### src/rtl/branch_outcome_tracker.sv
// branch_outcome_tracker
//
// Sits between fetch/execute and the 2-bit saturating branch predictor.
// Every accepted branch asks the predictor for a prediction and queues it
// in an in-order FIFO. Each accepted outcome pops the oldest prediction,
// trains the predictor with the real outcome and flags a misprediction.
//
// Ports
//   clk             in   clock, rising edge
//   rst_n           in   asynchronous active-low reset
//   br_valid        in   fetch presents a branch
//   br_ready        out  branch accepted on br_valid && br_ready
//   res_valid       in   execute presents the oldest branch's outcome
//   res_taken       in   actual outcome (1 = taken)
//   res_ready       out  outcome accepted on res_valid && res_ready
//   pred_request    out  predictor request pulse
//   pred_result     out  predictor training pulse
//   pred_taken      out  training outcome, held between pulses
//   pred_prediction in   prediction returned by the predictor
//   head_pred       out  stored prediction of the oldest branch, 0 when empty
//   mispredict      out  one-cycle pulse on a resolved misprediction
//   occupancy       out  outstanding branches
//   branch_cnt      out  resolved branches, saturating
//   mispredict_cnt  out  mispredictions, saturating
//
// state   | meaning
// IDLE    | accepts branches and outcomes
// REQ     | pred_request pulse is on the wire to the predictor
// CAPTURE | predictor output is sampled and pushed at the next edge

module branch_outcome_tracker #(
    parameter int DEPTH = 4,
    parameter int CNT_W = 16
) (
    input  logic                     clk,
    input  logic                     rst_n,
    input  logic                     br_valid,
    output logic                     br_ready,
    input  logic                     res_valid,
    input  logic                     res_taken,
    output logic                     res_ready,
    output logic                     pred_request,
    output logic                     pred_result,
    output logic                     pred_taken,
    input  logic                     pred_prediction,
    output logic                     head_pred,
    output logic                     mispredict,
    output logic [$clog2(DEPTH):0]   occupancy,
    output logic [CNT_W-1:0]         branch_cnt,
    output logic [CNT_W-1:0]         mispredict_cnt
);

    localparam int AW = $clog2(DEPTH);
    localparam logic [AW:0] FULL_CNT = (AW+1)'(DEPTH);

    typedef enum logic [1:0] {
        IDLE    = 2'd0,
        REQ     = 2'd1,
        CAPTURE = 2'd2
    } state_t;

    state_t           state;
    logic [DEPTH-1:0] fifo;
    logic [AW-1:0]    wr_ptr;
    logic [AW-1:0]    rd_ptr;
    logic [AW:0]      count;
    logic             br_acc;
    logic             res_acc;
    logic             head_bit;
    logic             is_mispredict;

    // An outcome always wins over a new branch in the same cycle, so the
    // two handshakes are mutually exclusive and push/pop never collide.
    assign br_ready  = (state == IDLE) && (count < FULL_CNT) && !res_valid;
    assign res_ready = (state == IDLE) && (count != '0);
    assign br_acc    = br_valid && br_ready;
    assign res_acc   = res_valid && res_ready;

    assign head_bit      = fifo[rd_ptr];
    assign head_pred     = (count != '0) ? head_bit : 1'b0;
    assign is_mispredict = (head_bit != res_taken);
    assign occupancy     = count;

    always_ff @(posedge clk or negedge rst_n) begin
        if (!rst_n) begin
            state          <= IDLE;
            fifo           <= '0;
            wr_ptr         <= '0;
            rd_ptr         <= '0;
            count          <= '0;
            pred_request   <= 1'b0;
            pred_result    <= 1'b0;
            pred_taken     <= 1'b0;
            mispredict     <= 1'b0;
            branch_cnt     <= '0;
            mispredict_cnt <= '0;
        end else begin
            pred_request <= 1'b0;
            pred_result  <= 1'b0;
            mispredict   <= 1'b0;
            case (state)
                IDLE: begin
                    if (res_acc) begin
                        pred_result <= 1'b1;
                        pred_taken  <= res_taken;
                        mispredict  <= is_mispredict;
                        rd_ptr      <= rd_ptr + 1'b1;
                        count       <= count - 1'b1;
                        if (branch_cnt != '1) begin
                            branch_cnt <= branch_cnt + 1'b1;
                        end
                        if (is_mispredict && (mispredict_cnt != '1)) begin
                            mispredict_cnt <= mispredict_cnt + 1'b1;
                        end
                    end else if (br_acc) begin
                        pred_request <= 1'b1;
                        state        <= REQ;
                    end
                end
                REQ: begin
                    state <= CAPTURE;
                end
                CAPTURE: begin
                    fifo[wr_ptr] <= pred_prediction;
                    wr_ptr       <= wr_ptr + 1'b1;
                    count        <= count + 1'b1;
                    state        <= IDLE;
                end
                default: begin
                    state <= IDLE;
                end
            endcase
        end
    end

endmodule

### config.mk
export PLATFORM = sky130hd
export DESIGN_NAME = branch_outcome_tracker
export DESIGN_NICKNAME = d
export VERILOG_FILES = /design/src/rtl/branch_outcome_tracker.sv
export SDC_FILE = /design/constraint.sdc
export NUM_CORES = 1
export LEC_CHECK = 0
export CAP_MARGIN = 20
export CORE_MARGIN = 2
export CORE_UTILIZATION = 25
export DETAILED_ROUTE_END_ITERATION = 8
export PLACE_DENSITY = 0.51
export SETUP_SLACK_MARGIN = 0.02
export SYNTH_ARGS = -nofsm -noshare
export SYNTH_HDL_FRONTEND = slang
export SYNTH_SLANG_ARGS = --single-unit
### constraint.sdc
create_clock -name clk -period 3.3 [get_ports clk]
set_input_delay 0.495 -clock clk [delete_from_list [all_inputs] [get_ports clk]]
set_output_delay 0.495 -clock clk [all_outputs]
set_load 0.005 [all_outputs]
**Word-level counts from Yosys, hierarchy flattened**

Cells that the tools add are included.

- Multiplexer cells: 18
- Reduce and logical (&&, ||, !) cells: 16
- Equality and inequality tests: 8
- Add/subtract/negate cells: 6
- Magnitude comparators: 4

Operator list:

| cell | count |
|---|---|
| adder 16 x 1 -> 16 bit, second input constant | 2 |
| != test 16 bit, second input constant | 2 |
| two-way mux 1 bit | 10 |
| logical AND 1 bit | 7 |
| < comparator 2 x 3 -> 1 bit, second input constant | 2 |
| != test 2 bit, second input constant | 3 |
| one-hot mux 3 bit (2 select lines) | 1 |
| AND reduction 2 bit | 3 |
| AND reduction 3 bit | 2 |
| adder 2 x 1 -> 2 bit, second input constant | 2 |
| bitwise mux 4 bit | 1 |
| two-way mux 2 bit | 2 |
| one-hot mux 2 bit (2 select lines) | 1 |
| adder 3 x 1 -> 3 bit, second input constant | 1 |
| < comparator 3 bit, second input constant | 1 |
| two-way mux 3 bit | 1 |
| nonzero test 3 bit | 1 |
| subtractor 3 x 1 -> 3 bit, second input constant | 1 |
| binary-select mux 1 bit (select 2 bit) | 1 |
| demux 1 bit (select 2 bit) | 1 |
| equality test 2 x 1 -> 1 bit, second input constant | 1 |
| equality test 2 bit, second input constant | 1 |
| >= comparator 2 x 1 -> 1 bit, second input constant | 1 |
| logical NOT 2 bit | 1 |
| other kinds (3) | 3 |

- Input port bits: 6
- Register bits: 49
- Output and inout bits: 42

**Depth between registers and ports, before layout**

Gate-level depths: netlist (run 1).

- Depth in word-level cells: 7
- Gate-level depth with buffers: 7
- Depth with buffers taken out: 6

**Least setup slack after synthesis (run 1)**

No wires, ideal clock.

- Kind: register to register
- Start: register rd_ptr[0]
- End: register mispredict_cnt[1]
- Path buffers: 0
- Arrival: 1756 ps
- Cell stages (with the launch flop): 5
- Path slack: 1417 ps
- Data required time: 3172 ps
- Path through: dfrtp_1 mux4_2 xnor2_2 nor3_4 mux2_1

- Cells in the longest elaborated chain, start to end: 5

RTL lines:

| element | RTL line | RTL |
|---|---|---|
| from (decl) | 65 | `logic [AW-1:0] rd_ptr;` |
| from (signal assigned) | 107 | `rd_ptr <= rd_ptr + 1'b1;` |
| binary-select mux 1 bit (select 2 bit) | 79 | `assign head_bit = fifo[rd_ptr];` |
| two-way mux 1 bit (implied by the code) | 79 |  |
| != test 1 bit | 81 | `assign is_mispredict = (head_bit != res_taken);` |
| logical AND 1 bit | 112 | `if (is_mispredict && (mispredict_cnt != '1)) begin` |
| AND reduction 3 bit (no line) | n/a |  |
| to (signal assigned) | 113 | `mispredict_cnt <= mispredict_cnt + 1'b1;` |
| to (decl) | 50 | `output logic [CNT_W-1:0] mispredict_cnt` |

No other way between the ends. The select of a mux whose other input is x is not followed.
A chain may end at the register's enable or synchronous reset.

**Final worst setup path (run 1)**

- Start: register rd_ptr[0]
- End: output port head_pred

- Cells in the longest elaborated chain, start to end: 3

RTL lines:

| element | RTL line | RTL |
|---|---|---|
| binary-select mux 1 bit (select 2 bit) | 79 |  |
| two-way mux 1 bit (implied by the code) | 79 |  |
| two-way mux 1 bit | 80 | `assign head_pred = (count != '0) ? head_bit : 1'b0;` |
| to (decl) | 46 | `output logic head_pred,` |

No other way between the ends. The select of a mux whose other input is x is not followed.

==> results of run 1 <==
## worst paths after layout
check | startpoint | endpoint | slack [ns] | cells past startpoint
setup / recovery | rd_ptr[0] | head_pred | 0.89 | 3
hold / removal | rst_n | mispredict_cnt[3] | 0.27 | 1
setup reg to reg | rd_ptr[0] | mispredict_cnt[11] | 1.26 | 5
hold reg to reg | state[1] | state[1] | 0.49 | 1
max in group asynchronous | rst_n | mispredict_cnt[6] | 2.32 | 2
min in group clk | state[1] | state[1] | 0.49 | 1
## state kept, by name, indices dropped and copies added, names as in the netlist
signal / count
pred_result: 1
rd_ptr: 2
branch_cnt: 16
occupancy: 3
pred_taken: 1
mispredict: 1
wr_ptr: 2
mispredict_cnt: 16
pred_request: 1
state: 2
fifo: 4
## worst max-delay path, delay by kind of cell, from the launching register on
kind	cells	cell delay, ns
buf+inv	1	0.44
mux	1	0.57
simple gates	1	0.18
flops	1	0.42
## metal layers
| metal | share of wire | track usage |
|---|---|---|
| met2 | 0.47 | 0.147 |
| met4 | 0.0085 | 0.0285 |
| met3 | 0.053 | 0.0284 |
| met5 | 0 | 0 |
| met1 | 0.47 | 0.134 |
## cells by family after synthesis
group | synth area share
buf+inv | 0.0155
xor+xnor | 0.127
compound gates | 0.0271
flops | 0.543
fa+ha+maj | 0.0421
simple gates | 0.195
mux | 0.0499
## per-stage QoR
step                      total power [uW]  hold slack [ns]
final                                 2020            0.274
after global routing                  2190            0.339
after CTS                             2070            0.308
after detailed placement              1710            0.479
after global placement                1700            0.474
after floorplan                       1320            0.199
## placed cells by master, fill, tap and decap left out, types with 6 or more instances in the layout
master           count
mux2_2               7
clkdlybuf4s50_1     46
xnor2_1             26
dfrtp_1             49
and2_1               6
nand3_1             15
nand2_1             16
nand4_1             15
inv_1                7
ha_1                 6
## power breakdown
part	switching [uW]	leakage (uW)	internal (uW)	total [uW]
sequential	161	0.000636	761	922
clock	202	0.0000374	150	352
combinational	303	0.000538	446	749
## layout make-up
class	count	area [um2]	area share
flip-flops and latches	49	1230	0.414
multi-input cells	133	997	0.337
repair buffers	50	488	0.165
well taps	108	135	0.0456
clock buffers	6	72.6	0.0245
inverters	7	26.3	0.00888
clock inverters	2	15.0	0.00507
==> results.sh, run 1 <==
export IMPL_status="finished, final reports clean"
export IMPL_placed_cells_incl_taps=347
export IMPL_holdBufCountCts=0
export IMPL_wire_per_inst_um=12.6
export IMPL_rows=34
export IMPL_post_route_period_util=0.729
export IMPL_startpoint_type="flop"
export IMPL_drv_max_cap_violation_count=0
export IMPL_post_cts_repair_setup_buffers=0
export IMPL_maximum_number_of_pins_on_one_net_before_global_route_repair=37
export IMPL_timing_worst_setup_path_type="flop to primary output"
export IMPL_place_hpwl_um=3370
export IMPL_avgSynthCellArea_um2=11.8
export IMPL_worst_slew_pin_transition_ns=0.799
export IMPL_timing_final_crit_period_ns=2.41
export IMPL_share_of_yosys_cell_area_claimed_by_the_top_area_cell_type=0.543
export IMPL_achievable_frequency_mhz=416
export IMPL_yosys_area_top_type="dfrtp_1"
export IMPL_layoutNonFillerInstCount=355
export IMPL_port_buffers=47
export IMPL_synth_ff_type="dfrtp_1"
export IMPL_drt_iter0_drc=68
export IMPL_final_hold_fails=0
export IMPL_path_clk_slew_ns=0.09
export IMPL_cts_htree_levels=2
export IMPL_critPathCaptureType="primary output"
export IMPL_final_util=0.339
export IMPL_crit_path_max_incr_delay_ns=0.57
export IMPL_power_density_nw_per_um2=684
export IMPL_grt_setup_unrepaired="false"
export IMPL_post_drt_via_cell_ratio=4.38
export IMPL_seq_cells_post_synth=49
export IMPL_critical_path_slowest_cell="mux4_2"
export IMPL_synth_nets=204
export IMPL_gp_congestion=0.744
export IMPL_grt_pass1_wl_um=7610
export IMPL_edff_count_synth=0
export IMPL_postCtsResizedCells=0
export IMPL_place_ws_ns=0.924
export IMPL_via_count=1556
export IMPL_netlist_cell_type_count=34
export IMPL_largest_clock_skew_in_the_final_design_ns=0.0112
export IMPL_crit_path_max_fanout=3
export IMPL_final_design_area_no_fill_um2=2960
export IMPL_mapped_cell_area_um2=2260
export IMPL_max_slew_headroom_at_the_worst_pin=0.467
export IMPL_die_width_um=99.0
export IMPL_ctsRootBufferMaster="clkbuf_8"
export IMPL_finalSetupTns_ns=0
export IMPL_synth_cells=191
export IMPL_most_common_cell_in_the_netlist="dfrtp_1"
export IMPL_die_area_um2=9810
export IMPL_initial_utilization=0.259
export IMPL_report_final_slew_viol_count=0
export IMPL_grt_overflow=0
export IMPL_drt_pass1_iterations=3
export IMPL_top_level_ports=48
export IMPL_grt_antenna_before_repair=0
export IMPL_insertedDiodeCount=0
export IMPL_tritoncts="yes"
export IMPL_clock_latency_at_the_later_pin_of_the_worst_skew_pair_ns=0.30
export IMPL_yosys_warnings=0
export IMPL_synthArstFlopShare=1.00
export IMPL_dieHeight_um=99.0
export IMPL_num_cts_buffers=5
export IMPL_clk_path_buf_depth=2
export IMPL_required_ns=2.80
export IMPL_postRouteWirelength_um=4470
export IMPL_grt_pass1_vias=1466
export IMPL_post_synth_most_frequent_cells="dfrtp_1 (49), xnor2_1 (26), nand2_1 (16), nand3_1 (15), nand4_1 (15)"
export IMPL_track_usage=0.0965
export IMPL_power_static_leakage_uw=0.00121
export IMPL_coreArea_um2=8720
export IMPL_setup_violations_final=0
export IMPL_synth_top_cells_by_area="dfrtp_1 (54%), xnor2_1 (10%), nand4_1 (4.2%)"
export IMPL_area_growth_pct=31.1
export IMPL_arrival_worst_endpoint_ns=1.91
export IMPL_timing_critical_path_cells="mux4_2 > and2_1 > clkdlybuf4s50_1"
export IMPL_fillCellCount=897
export IMPL_layout_drive_gt1_share=0.105
export IMPL_numClockSinks=49
export IMPL_ir_worst_vdd_v=0.000365
export IMPL_num_nets_final=259
export IMPL_yosysSeqAreaShare=0.543
export IMPL_drc=0
export IMPL_layout_setup_ws_ns=0.895
export IMPL_placed_cell_area_um2=2870
export IMPL_min_path_type="input pin to async pin"
export IMPL_postRouteAntennaNets=0
(Power assumes the default switching activity.)
==> inputs of run 2 (changes only) <==
- PLACE_DENSITY: 0.51 -> 0.53
- clock period: 3.3 -> 2 ns (I/O delays scaled with it)
==> run 2 against run 1 <==
Effect of this change: clock power is 65% higher; sequential power is 64% higher; critical path depth is 4 higher; combinational power is 110% higher; cell count is 3.7% higher; via count is 4.0% higher; routed wire length is 2.3% higher; clock skew is 0.0036 ns lower; worst setup slack worse by 0.89 ns; worst hold slack worse by 0.17 ns; non-clock buffer count is 14 higher; critical path type is now flop to flop; largest power group is now combinational cells.
==> results.sh, run 2 (synthesized netlist as in run 1, its figures left out) <==
export IMPL_initial_utilization=0.259
export IMPL_arrival_worst_endpoint_ns=2.18
export IMPL_dieHeight_um=99.0
export IMPL_power_static_leakage_uw=0.00130
export IMPL_final_common_cell="dfrtp_1"
export IMPL_maximum_number_of_pins_on_one_net_before_global_route_repair=50
export IMPL_place_hpwl_um=3350
export IMPL_max_slew_headroom_at_the_worst_pin=0.586
export IMPL_num_cts_buffers=5
export IMPL_tritoncts="yes"
export IMPL_coreArea_um2=8720
export IMPL_clock_latency_at_the_later_pin_of_the_worst_skew_pair_ns=0.29
export IMPL_cp_startpoint="rd_ptr[0]"
export IMPL_area_growth_pct=38.2
export IMPL_layout_setup_ws_ns=0.00646
export IMPL_power_density_nw_per_um2=1170
export IMPL_min_path_type="input pin to async pin"
export IMPL_track_usage=0.0983
export IMPL_worst_slew_pin_transition_ns=0.621
export IMPL_numClockSinks=49
export IMPL_grt_setup_unrepaired="true"
export IMPL_drt_iter0_drc=42
export IMPL_critical_path_buf_inv_count=2
export IMPL_ff2ff_setup_slack_ns=0.006
export IMPL_grt_overflow=0
export IMPL_timing_final_crit_period_ns=1.99
export IMPL_ctsRootBufferMaster="clkbuf_8"
export IMPL_insertedDiodeCount=0
export IMPL_largest_clock_skew_in_the_final_design_ns=0.00759
export IMPL_critical_path_slowest_cell="mux4_2"
export IMPL_clk_path_buf_depth=2
export IMPL_drc=0
export IMPL_via_count=1619
export IMPL_cts_htree_levels=2
export IMPL_achievable_frequency_mhz=502
export IMPL_top_level_ports=48
export IMPL_drt_pass1_iterations=4
export IMPL_crit_path_max_incr_delay_ns=0.52
export IMPL_layout_drive_gt1_share=0.158
export IMPL_report_final_slew_viol_count=0
export IMPL_timing_critical_path_cells="mux4_2 > buf_6 > xnor2_4 > buf_4 > nor2_2 > nand4_1 > mux2_2"
export IMPL_finalHoldWorstSlack_ns=0.104
export IMPL_crit_path_max_fanout=3
export IMPL_crit_path_end="mispredict_cnt[14]"
export IMPL_setup_violations_final=0
export IMPL_grt_pass1_wl_um=7760
export IMPL_num_nets_final=273
export IMPL_place_ws_ns=0.0153
export IMPL_die_width_um=99.0
export IMPL_required_ns=2.19
export IMPL_gp_congestion=0.754
export IMPL_grt_pass1_vias=1588
export IMPL_postRouteAntennaNets=0
export IMPL_drv_max_cap_violation_count=0
export IMPL_cp_top_family="multiplexers"
export IMPL_critPathCaptureType="flop"
export IMPL_holdBufCountCts=0
export IMPL_finalSetupTns_ns=0
export IMPL_ir_worst_vdd_v=0.000463
export IMPL_post_route_period_util=0.997
export IMPL_timing_worst_setup_path_type="flop to flop"
export IMPL_final_hold_fails=0
export IMPL_worst_r2r_endpoint="mispredict_cnt[14]"
export IMPL_status="finished, final reports clean"
export IMPL_grt_antenna_before_repair=0
export IMPL_r2r_start="rd_ptr[0]"
export IMPL_die_area_um2=9810
export IMPL_crit_path_depth=7
export IMPL_postRouteWirelength_um=4570
export IMPL_startpoint_type="flop"
export IMPL_top_regs="branch_cnt (16), mispredict_cnt (16), fifo (4)"
export IMPL_wire_per_inst_um=12.4
export IMPL_most_common_layout_cells="dfrtp_1 (49), clkdlybuf4s50_1 (44), xnor2_1 (26), nand2_1 (16)"
export IMPL_rows=34
export IMPL_port_buffers=47
export IMPL_worst_r2r_path_depth=7
export IMPL_post_drt_via_cell_ratio=4.40
export IMPL_path_clk_slew_ns=0.09
==> run 2: changes by cell type in the layout (fill, tap and decap cells not counted), sizes merged <==
cell and change:
clkbuf +1, clkinvlp -2, clkdlybuf4s50 -2, buf +14, dlygate4sd2 +2
==> run 2: per-layer routing <==
layer / wire length [um] / vias to the layer above / track usage
met1: 2150 / 778 / 0.131
li1: - / 805 / -
met5: 0 / - / 0
met4: 31 / 0 / 0.0285
met3: 242 / 4 / 0.0312
met2: 2140 / 32 / 0.154
==> run 2: how the worst min path moves through the flow <==
stage,slack [ns],end,cells past startpoint
finish,0.10,mispredict_cnt[4],2
CTS,0.13,mispredict_cnt[4],2
global placement,0.46,mispredict_cnt[4],2
detailed placement,0.46,mispredict_cnt[3],2
global route,0.16,mispredict_cnt[4],2
floorplan,0.004,branch_cnt[0],0
==> run 2: worst register-to-register path, cell delays in order, from the launching register on <==
cell and delay [ns]:
dfrtp_1 0.38, mux4_2 0.52, buf_6 0.14, xnor2_4 0.23
buf_4 0.16, nor2_2 0.04, nand4_1 0.09, mux2_2 0.33
==> run 2: repair_timing <==
action | in CTS | in global routing
endpoints found under the setup margin | 4 | 14
pin swaps | 5 | 7
resized for setup | 7 | 3
endpoints found under the hold margin | 0 | 0
buffers inserted | 3 | 1
==> run 2: power breakdown <==
part / internal (uW) / switching [uW]
logic: 950 / 600
registers: 1260 / 258
clock network: 275 / 307
==> run 2: final cells by class <==
class	instances	area, um2
sequential	49	1230
tap	108	135
inverter	7	26.3
clock buffer	7	86.3
fill	872	5600
timing repair buffer	64	618
multi-input combinational	133	1030
==> run 2: metrics by stage <==
step | std cells | power, uW | utilization | cell area (um2)
after floorplan | 191 | 2180 | - | 2260
after global placement | 357 | 2910 | 0.339 | 2960
after detailed placement | 357 | 2940 | 0.339 | 2960
after CTS | 367 | 3650 | 0.355 | 3100
after global routing | 368 | 3900 | 0.358 | 3120
final | 368 | 3650 | 0.358 | 3120
==> inputs of run 3 (changes only) <==
- PLACE_DENSITY: 0.53 -> 0.51
- clock period: 2 -> 2.5 ns (I/O delays scaled with it)
==> run 3 against run 2 <==
Effect of this change: die area stayed put; routed wire length is 1.5% lower; sequential power is 19% lower; first-iteration DRC count is 2.4% lower; clock-buffer cell count stayed put; critical path depth is 4 lower; worst hold slack worse by 0.052 ns; cell count is 3.3% lower; flip-flop and latch count stayed put.
==> results.sh, run 3 (synthesized netlist as in run 1, its figures left out) <==
export IMPL_finalHoldWorstSlack_ns=0.0518
export IMPL_via_count=1557
export IMPL_rows=34
export IMPL_setup_violations_final=0
export IMPL_post_drt_via_cell_ratio=4.37
export IMPL_post_cts_repair_setup_buffers=0
export IMPL_maximum_number_of_pins_on_one_net_before_global_route_repair=25
export IMPL_status="finished, final reports clean"
export IMPL_final_common_cell="dfrtp_1"
export IMPL_die_area_um2=9810
export IMPL_top_level_ports=48
export IMPL_holdBufCountCts=0
export IMPL_final_util=0.344
export IMPL_top_regs="branch_cnt (16), mispredict_cnt (16), fifo (4)"
export IMPL_largest_clock_skew_in_the_final_design_ns=0.00761
export IMPL_cp_top_family="multiplexers"
export IMPL_report_final_slew_viol_count=0
export IMPL_route_met2_wl_um=2040
export IMPL_most_common_layout_cells="dfrtp_1 (49), clkdlybuf4s50_1 (46), xnor2_1 (26), nand2_1 (16)"
export IMPL_cts_htree_levels=2
export IMPL_critical_path_buf_inv_count=1
export IMPL_highest_signal_layer="met4"
export IMPL_place_hpwl_um=3400
export IMPL_initial_utilization=0.259
export IMPL_grt_overflow=0
export IMPL_final_hold_fails=0
export IMPL_worst_r2r_path_depth=5
export IMPL_crit_path_max_incr_delay_ns=0.57
export IMPL_drv_max_cap_violation_count=0
export IMPL_postRouteWirelength_um=4500
export IMPL_power_density_nw_per_um2=932
export IMPL_fillCellCount=878
export IMPL_arrival_worst_endpoint_ns=1.90
export IMPL_achievable_frequency_mhz=440
export IMPL_power_static_leakage_uw=0.00124
export IMPL_startpoint_type="flop"
export IMPL_coreArea_um2=8720
export IMPL_timing_critical_path_cells="mux4_2 > and2_1 > clkdlybuf4s50_1"
export IMPL_num_nets_final=260
export IMPL_track_usage=0.0966
export IMPL_timing_worst_setup_path_type="flop to primary output"
export IMPL_crit_path_max_fanout=3
export IMPL_grt_antenna_before_repair=0
export IMPL_num_cts_buffers=5
export IMPL_post_route_period_util=0.910
export IMPL_path_clk_slew_ns=0.09
export IMPL_min_path_type="input pin to async pin"
export IMPL_ctsRootBufferMaster="clkbuf_8"
export IMPL_route_met3_wl_um=232
export IMPL_timing_final_crit_period_ns=2.28
export IMPL_drt_iter0_drc=41
export IMPL_insertedDiodeCount=0
export IMPL_dieHeight_um=99.0
export IMPL_grt_pass1_vias=1485
export IMPL_drc=0
export IMPL_layout_drive_gt1_share=0.109
export IMPL_tritoncts="yes"
export IMPL_crit_path_depth=3
export IMPL_critPathCaptureType="primary output"
export IMPL_max_slew_headroom_at_the_worst_pin=0.632
export IMPL_wire_per_inst_um=12.6
export IMPL_postRouteAntennaNets=0
export IMPL_grt_pass1_wl_um=7620
export IMPL_area_growth_pct=32.7
export IMPL_worst_slew_pin_transition_ns=0.553
export IMPL_required_ns=2.12
export IMPL_critical_path_slowest_cell="mux4_2"
export IMPL_die_width_um=99.0
export IMPL_numClockSinks=49
export IMPL_routedLengthMet1_um=2180
export IMPL_port_buffers=47
export IMPL_clock_latency_at_the_later_pin_of_the_worst_skew_pair_ns=0.30
export IMPL_clk_path_buf_depth=2
export IMPL_finalSetupTns_ns=0
export IMPL_gp_congestion=0.787
export IMPL_drt_pass1_iterations=3
export IMPL_grt_setup_unrepaired="false"
export IMPL_ir_worst_vdd_v=0.000384
export IMPL_postCtsResizedCells=0
[run 3: where the power goes]
part           switching [uW]  leakage [uW]  internal (uW)
logic                     398      0.000544            588
clock network             262     0.0000585            327
registers                 214      0.000636           1000
total                     874       0.00124           1920
[run 3: final timing paths]
| kind | from | endpoint | slack, ns |
|---|---|---|---|
| worst max-delay path | rd_ptr[0] | head_pred | 0.22 |
| worst min-delay path | rst_n | mispredict_cnt[3] | 0.05 |
| worst max register to register | rd_ptr[0] | mispredict_cnt[11] | 0.46 |
| worst min register to register | state[1] | state[1] | 0.49 |
| max in group asynchronous | rst_n | pred_taken | 1.83 |
| min in group clk | state[1] | state[1] | 0.49 |
[run 3: layer usage]
layer	up-vias	global-route usage
met4	0	0.0285
met1	740	0.139
met2	33	0.141
met3	4	0.0284
li1	780	-
met5	-	0
[run 3: final cells by class]
cell class | instances | area, um2 | area share
repair buffers | 51 | 495 | 0.165
well taps | 108 | 135 | 0.0451
multi-input cells | 133 | 997 | 0.333
clock buffers | 7 | 86.3 | 0.0288
clock inverters | 1 | 30.0 | 0.0100
flip-flops and latches | 49 | 1230 | 0.409
inverters | 7 | 26.3 | 0.00877
[run 3: through the flow]
stage          instances  total power, uW  setup WS, ns  cell area [um2]
2_1_floorplan        191             1750         0.617             2260
3_3_place_gp         348             2230         0.414             2880
3_5_place_dp         348             2250         0.391             2880
4_1_cts              356             2850         0.191             3000
5_1_grt              356             3000         0.160             3000
6_report             356             2790         0.225             3000
